## config.mk

```make
export PLATFORM = sky130hd
export DESIGN_NAME = simd_mult_acc_pipe
export DESIGN_NICKNAME = d
export VERILOG_FILES = /design/src/rtl/simd_mult_acc_pipe.sv
export SDC_FILE = /design/constraint.sdc
export NUM_CORES = 2
export LEC_CHECK = 0
export ABC_AREA = 1
export BUFFER_PORTS_ARGS = -buffer_cell sky130_fd_sc_hd__buf_2
export CAP_MARGIN = 20
export CORE_ASPECT_RATIO = 1.5
export CORE_MARGIN = 2
export CORE_UTILIZATION = 40
export DETAILED_ROUTE_END_ITERATION = 8
export GPL_TIMING_DRIVEN = 0
export MAX_ROUTING_LAYER = met4
export PLACE_DENSITY = 0.63
export SYNTH_ARGS = -nofsm -noshare
export SYNTH_HDL_FRONTEND = slang
export SYNTH_SLANG_ARGS = --single-unit
```

## constraint.sdc

```tcl
create_clock -name clk -period 15 [get_ports clk]
set_clock_uncertainty 0.15 [all_clocks]
set_input_delay 3 -clock clk [delete_from_list [all_inputs] [get_ports clk]]
set_output_delay 3 -clock clk [all_outputs]
set_load 0.1 [all_outputs]
```

## src/rtl/simd_mult_acc_pipe.sv

```systemverilog
// simd_mult_acc_pipe: three-stage SIMD multiply-accumulate with group framing and output backpressure.
// Ports: clk, reset (async, active-high); in_valid/in_ready beat handshake carrying a, b (2*WIDTH),
// a_sign, b_sign, mode (00/11 full, 01 4x half-width dot, 10 8x quarter-width dot), in_last;
// out_valid/out_ready result handshake with result (ACC_W, signed) and acc_ovf (sticky group overflow).
// Build option: SIMD_MULT_ACC_PIPE_SATURATE_EN clamps the accumulator on overflow instead of wrapping.
module simd_mult_acc_pipe #(
  parameter int WIDTH = 16,
  parameter int ACC_W = 48
) (
  input  logic               clk,
  input  logic               reset,
  input  logic               in_valid,
  output logic               in_ready,
  input  logic [2*WIDTH-1:0] a,
  input  logic [2*WIDTH-1:0] b,
  input  logic               a_sign,
  input  logic               b_sign,
  input  logic [1:0]         mode,
  input  logic               in_last,
  output logic               out_valid,
  input  logic               out_ready,
  output logic [ACC_W-1:0]   result,
  output logic               acc_ovf
);
  localparam int H = WIDTH / 2;
  localparam int Q = WIDTH / 4;
  logic                      w_adv;
  logic                      r_s1_v, r_s1_last, r_s1_as, r_s1_bs;
  logic [1:0]                r_s1_mode;
  logic [2*WIDTH-1:0]        r_s1_a, r_s1_b;
  logic                      r_s2_v, r_s2_last;
  logic signed [ACC_W-1:0]   r_s2_p;
  logic signed [ACC_W-1:0]   r_acc;
  logic                      r_ovf, r_first;
  logic signed [ACC_W-1:0]   w_p0, w_p1, w_p2, w_p, w_sum, w_acc_nxt;
  logic                      w_add_ovf, w_ovf_nxt;
  logic [WIDTH-1:0]          w_fa, w_fb;
  logic [H-1:0]              w_ha, w_hb;
  logic [Q-1:0]              w_qa, w_qb;
  // The whole pipeline advances unless a finished result is waiting on the consumer.
  assign w_adv    = !(out_valid && !out_ready);
  assign in_ready = !reset && w_adv;
  // Each slice is sign- or zero-extended to ACC_W first, so the truncated ACC_W product is exact.
  always_comb begin
    w_fa = r_s1_a[WIDTH-1:0];
    w_fb = r_s1_b[WIDTH-1:0];
    w_p0 = $signed({{(ACC_W-WIDTH){r_s1_as & w_fa[WIDTH-1]}}, w_fa}) *
           $signed({{(ACC_W-WIDTH){r_s1_bs & w_fb[WIDTH-1]}}, w_fb});
    w_p1 = '0;
    w_ha = '0;
    w_hb = '0;
    for (int i = 0; i < 4; i++) begin
      w_ha = r_s1_a[i*H +: H];
      w_hb = r_s1_b[i*H +: H];
      w_p1 = w_p1 + $signed({{(ACC_W-H){r_s1_as & w_ha[H-1]}}, w_ha}) *
                    $signed({{(ACC_W-H){r_s1_bs & w_hb[H-1]}}, w_hb});
    end
    w_p2 = '0;
    w_qa = '0;
    w_qb = '0;
    for (int i = 0; i < 8; i++) begin
      w_qa = r_s1_a[i*Q +: Q];
      w_qb = r_s1_b[i*Q +: Q];
      w_p2 = w_p2 + $signed({{(ACC_W-Q){r_s1_as & w_qa[Q-1]}}, w_qa}) *
                    $signed({{(ACC_W-Q){r_s1_bs & w_qb[Q-1]}}, w_qb});
    end
    w_p = r_s1_mode == 2'b01 ? w_p1 : r_s1_mode == 2'b10 ? w_p2 : w_p0;
  end
  assign w_sum     = r_acc + r_s2_p;
  assign w_add_ovf = (r_acc[ACC_W-1] == r_s2_p[ACC_W-1]) && (w_sum[ACC_W-1] != r_acc[ACC_W-1]);
`ifdef SIMD_MULT_ACC_PIPE_SATURATE_EN
  // An overflowing add always moves away from the accumulator's sign, so clamp toward it.
  assign w_acc_nxt = r_first ? r_s2_p : !w_add_ovf ? w_sum :
                     r_acc[ACC_W-1] ? {1'b1, {(ACC_W-1){1'b0}}} : {1'b0, {(ACC_W-1){1'b1}}};
`else
  assign w_acc_nxt = r_first ? r_s2_p : w_sum;
`endif
  assign w_ovf_nxt = !r_first && (r_ovf || w_add_ovf);
  always_ff @(posedge clk or posedge reset) begin
    if (reset) begin
      r_s1_v    <= 1'b0;
      r_s1_last <= 1'b0;
      r_s1_as   <= 1'b0;
      r_s1_bs   <= 1'b0;
      r_s1_mode <= 2'b00;
      r_s1_a    <= '0;
      r_s1_b    <= '0;
      r_s2_v    <= 1'b0;
      r_s2_last <= 1'b0;
      r_s2_p    <= '0;
      r_acc     <= '0;
      r_ovf     <= 1'b0;
      r_first   <= 1'b1;
      out_valid <= 1'b0;
      result    <= '0;
      acc_ovf   <= 1'b0;
    end else if (w_adv) begin
      r_s1_v <= in_valid;
      if (in_valid) begin
        r_s1_a    <= a;
        r_s1_b    <= b;
        r_s1_as   <= a_sign;
        r_s1_bs   <= b_sign;
        r_s1_mode <= mode;
        r_s1_last <= in_last;
      end
      r_s2_v <= r_s1_v;
      if (r_s1_v) begin
        r_s2_p    <= w_p;
        r_s2_last <= r_s1_last;
      end
      if (r_s2_v) begin
        r_acc   <= w_acc_nxt;
        r_ovf   <= w_ovf_nxt;
        r_first <= r_s2_last;
      end
      out_valid <= r_s2_v && r_s2_last;
      if (r_s2_v && r_s2_last) begin
        result  <= w_acc_nxt;
        acc_ovf <= w_ovf_nxt;
      end
    end
  end
endmodule

```

==> results.cfg <==
[drt]
ant_nets = 0
wirelength_um = 168000
first_pass_iters = 8
vias_per_cell = 4.96
post-route-drc-count = 0
drt-initial-drc-count = 2149
drt-wirelength-per-cell_um = 22.9
vias = 36400

[timing]
tightest_slew_ns = 1.08
post-route-period-util = 0.658
hold_viol_final = 0
max_freq_mhz = 101
period_needed_ns = 9.88
rsz0062_at_grt = no
setup_viol = 0
whs_ns = 0.321
maxSlewHeadroom = 0.280
setup_tns_ns = 0
drv_slew = 0

[critical_path]
setup.worst_path.start_class = register
reg2reg_to = r_s2_p[14]
worstPathMaxFanout = 10
end_kind = register
crit_required_ns = 15.34
max_stage_delay_ns = 0.73
r2r_start = r_s1_as
crit_slowest_cell = clkbuf_1
path_common_cell = fa_1
critical_path.startpoint = r_s1_as
reg2reg_setup_slack_ns = 5.12
reg2reg_depth = 29
arrival_ns = 10.22
path_class = reg -> reg
crit_end = r_s2_p[14]

[placed_design]
dp_hpwl_um = 149000
port_buffers = 123
gp_congestion = 1.04

[floorplanning]
row_count = 151
die_area_um2 = 117000
die_h_um = 417
num_io_pins = 124
die_x_um = 280
core_um2 = 113000
initial_core_util = 0.403

[clocking]
clockRootBuffer = clkbuf_16
post_cts.repair.setup_buffers = 0
htreeDepth = 1
path_clk_slew_ns = 0.06
clk_path_buf_depth = 3
numCtsBuffers = 27
postCtsHoldBufs = 0
cts_resized = 0
worstSkewPairLatency_ns = 0.65
cts.sinks = 206
cts_tree = yes

[layout]
seqCellArea_um2 = 5160
antennaDiodeCount = 0
multi_input_area_um2 = 33500
drive_gt1_frac = 0.0523
final_cell_mix = 1,652 x inv_1, 1,410 x nand2_1, 940 x fa_1
final_nets = 7202
syn_to_final_growth_pct = 7.58
fillerInstances = 11600
final_common_cell = inv_1

[synth]
synth_top_area_share = 0.413
yosys.area.top_type = fa_1
syn_nets = 7048
synth_warnings = 0
synth_cell_types = 49
async_flop_share = 1.00
synthTopCellsByArea = fa_1 41%, inv_1 14%, nand2_1 12%
synth_area_um2 = 45500
syn_area_per_cell_um2 = 7.97
synth-seq-cells = 206
synth-main-ff-cell = dfrtp_1
synth-edff-count = 0
synthCells = 5713
seq_area_frac_synth = 0.113

[global_route]
track_usage = 0.304
grt_pass1_wl_um = 248000
grt_max_degree = 115
gr-total-overflow = 0
grt_pass1_vias = 39300
grt_antenna_before_repair = 0

[flow_run]
drv_cap = 0

[worst_hold_path]
min-delay-start = result[45]
hp-class = reg -> reg

[status]
status = finished, final reports clean
==> final cells by class <==
class	count	area share
Inverter	1660	0.127
Sequential cell	206	0.105
Tap cell	1453	0.0371
Clock inverter	20	0.00544
Buffer	159	0.0132
Timing Repair Buffer	125	0.0137
Multi-Input combinational cell	3688	0.684
Clock buffer	30	0.0140
==> per-layer routing <==
metal	wire, um	part of all wire	vias to the layer above	track usage
met5	0	0	-	-
met4	20100	0.12	0	0.279
met3	6730	0.040	492	0.0243
met2	86200	0.51	1221	0.540
met1	54700	0.33	17900	0.293
li1	-	-	16800	-
==> synth_stat cells (all sizes together) (17+ instances only) <==
| cell type | number |
|---|---|
| xor2 | 17 |
| inv | 1658 |
| o21bai | 17 |
| nor2 | 339 |
| a31oi | 17 |
| dfrtp | 205 |
| o21ai | 100 |
| nor3 | 18 |
| fa | 940 |
| clkbuf | 117 |
| a21oi | 185 |
| mux2 | 28 |
| nand3 | 168 |
| nand2 | 1423 |
| or2 | 23 |
| nand4 | 30 |
| buf | 42 |
| ha | 322 |
==> cell families (layout without fill, tap and decap cells) <==
family | count (synthesis) | in the layout | share of synthesized area
simple gates | 2021 | 2021 | 0.179
mux | 28 | 28 | 0.00692
compound gates | 349 | 349 | 0.0431
flops | 206 | 206 | 0.113
fa+ha+maj | 1262 | 1262 | 0.502
xor+xnor | 28 | 28 | 0.00538
buf+inv | 1819 | 1994 | 0.151
==> stage by stage <==
step | setup WS, ns | utilization | std cells | cell area (um2)
after global placement | 2.87 | 0.425 | 7289 | 48000
after CTS | 5.21 | 0.434 | 7341 | 49000
final | 5.12 | 0.434 | 7341 | 49000
after detailed placement | 5.26 | 0.425 | 7291 | 48000
after global routing | 4.83 | 0.434 | 7341 | 49000
after floorplan | 6.23 | - | 5713 | 45500
==> worst max-delay path: cells and delay by family (launching register included) <==
family | cells | cell delay, ns
buffers and inverters | 8 | 1.51
and+or+nand+nor | 9 | 1.82
adders and majority gates | 10 | 5.03
AOI/OAI and AO/OA | 2 | 0.80
DFF | 1 | 0.37
==> flip-flops by register name, indices dropped and copies added (netlist names) <==
signal,cells
r_ovf,1
r_s2_last,1
r_first,1
r_s1_last,1
r_s2_v,1
out_valid,1
r_acc,48
r_s1_v,1
r_s1_b,32
r_s1_mode,2
acc_ovf,1
r_s1_bs,1
result,48
r_s1_a,32
r_s1_as,1
r_s2_p,34
==> how the worst min path moves through the flow <==
stage	slack, ns	end	cells after the start
floorplan	0.29	r_ovf	2
global placement	0.31	result[45]	2
detailed placement	0.31	result[40]	2
CTS	0.33	r_s2_last	2
global route	0.34	result[40]	2
finish	0.32	result[45]	2
Power is not shown: default switching activity piles up to over one toggle a cycle in this logic, so the estimate is an artifact.
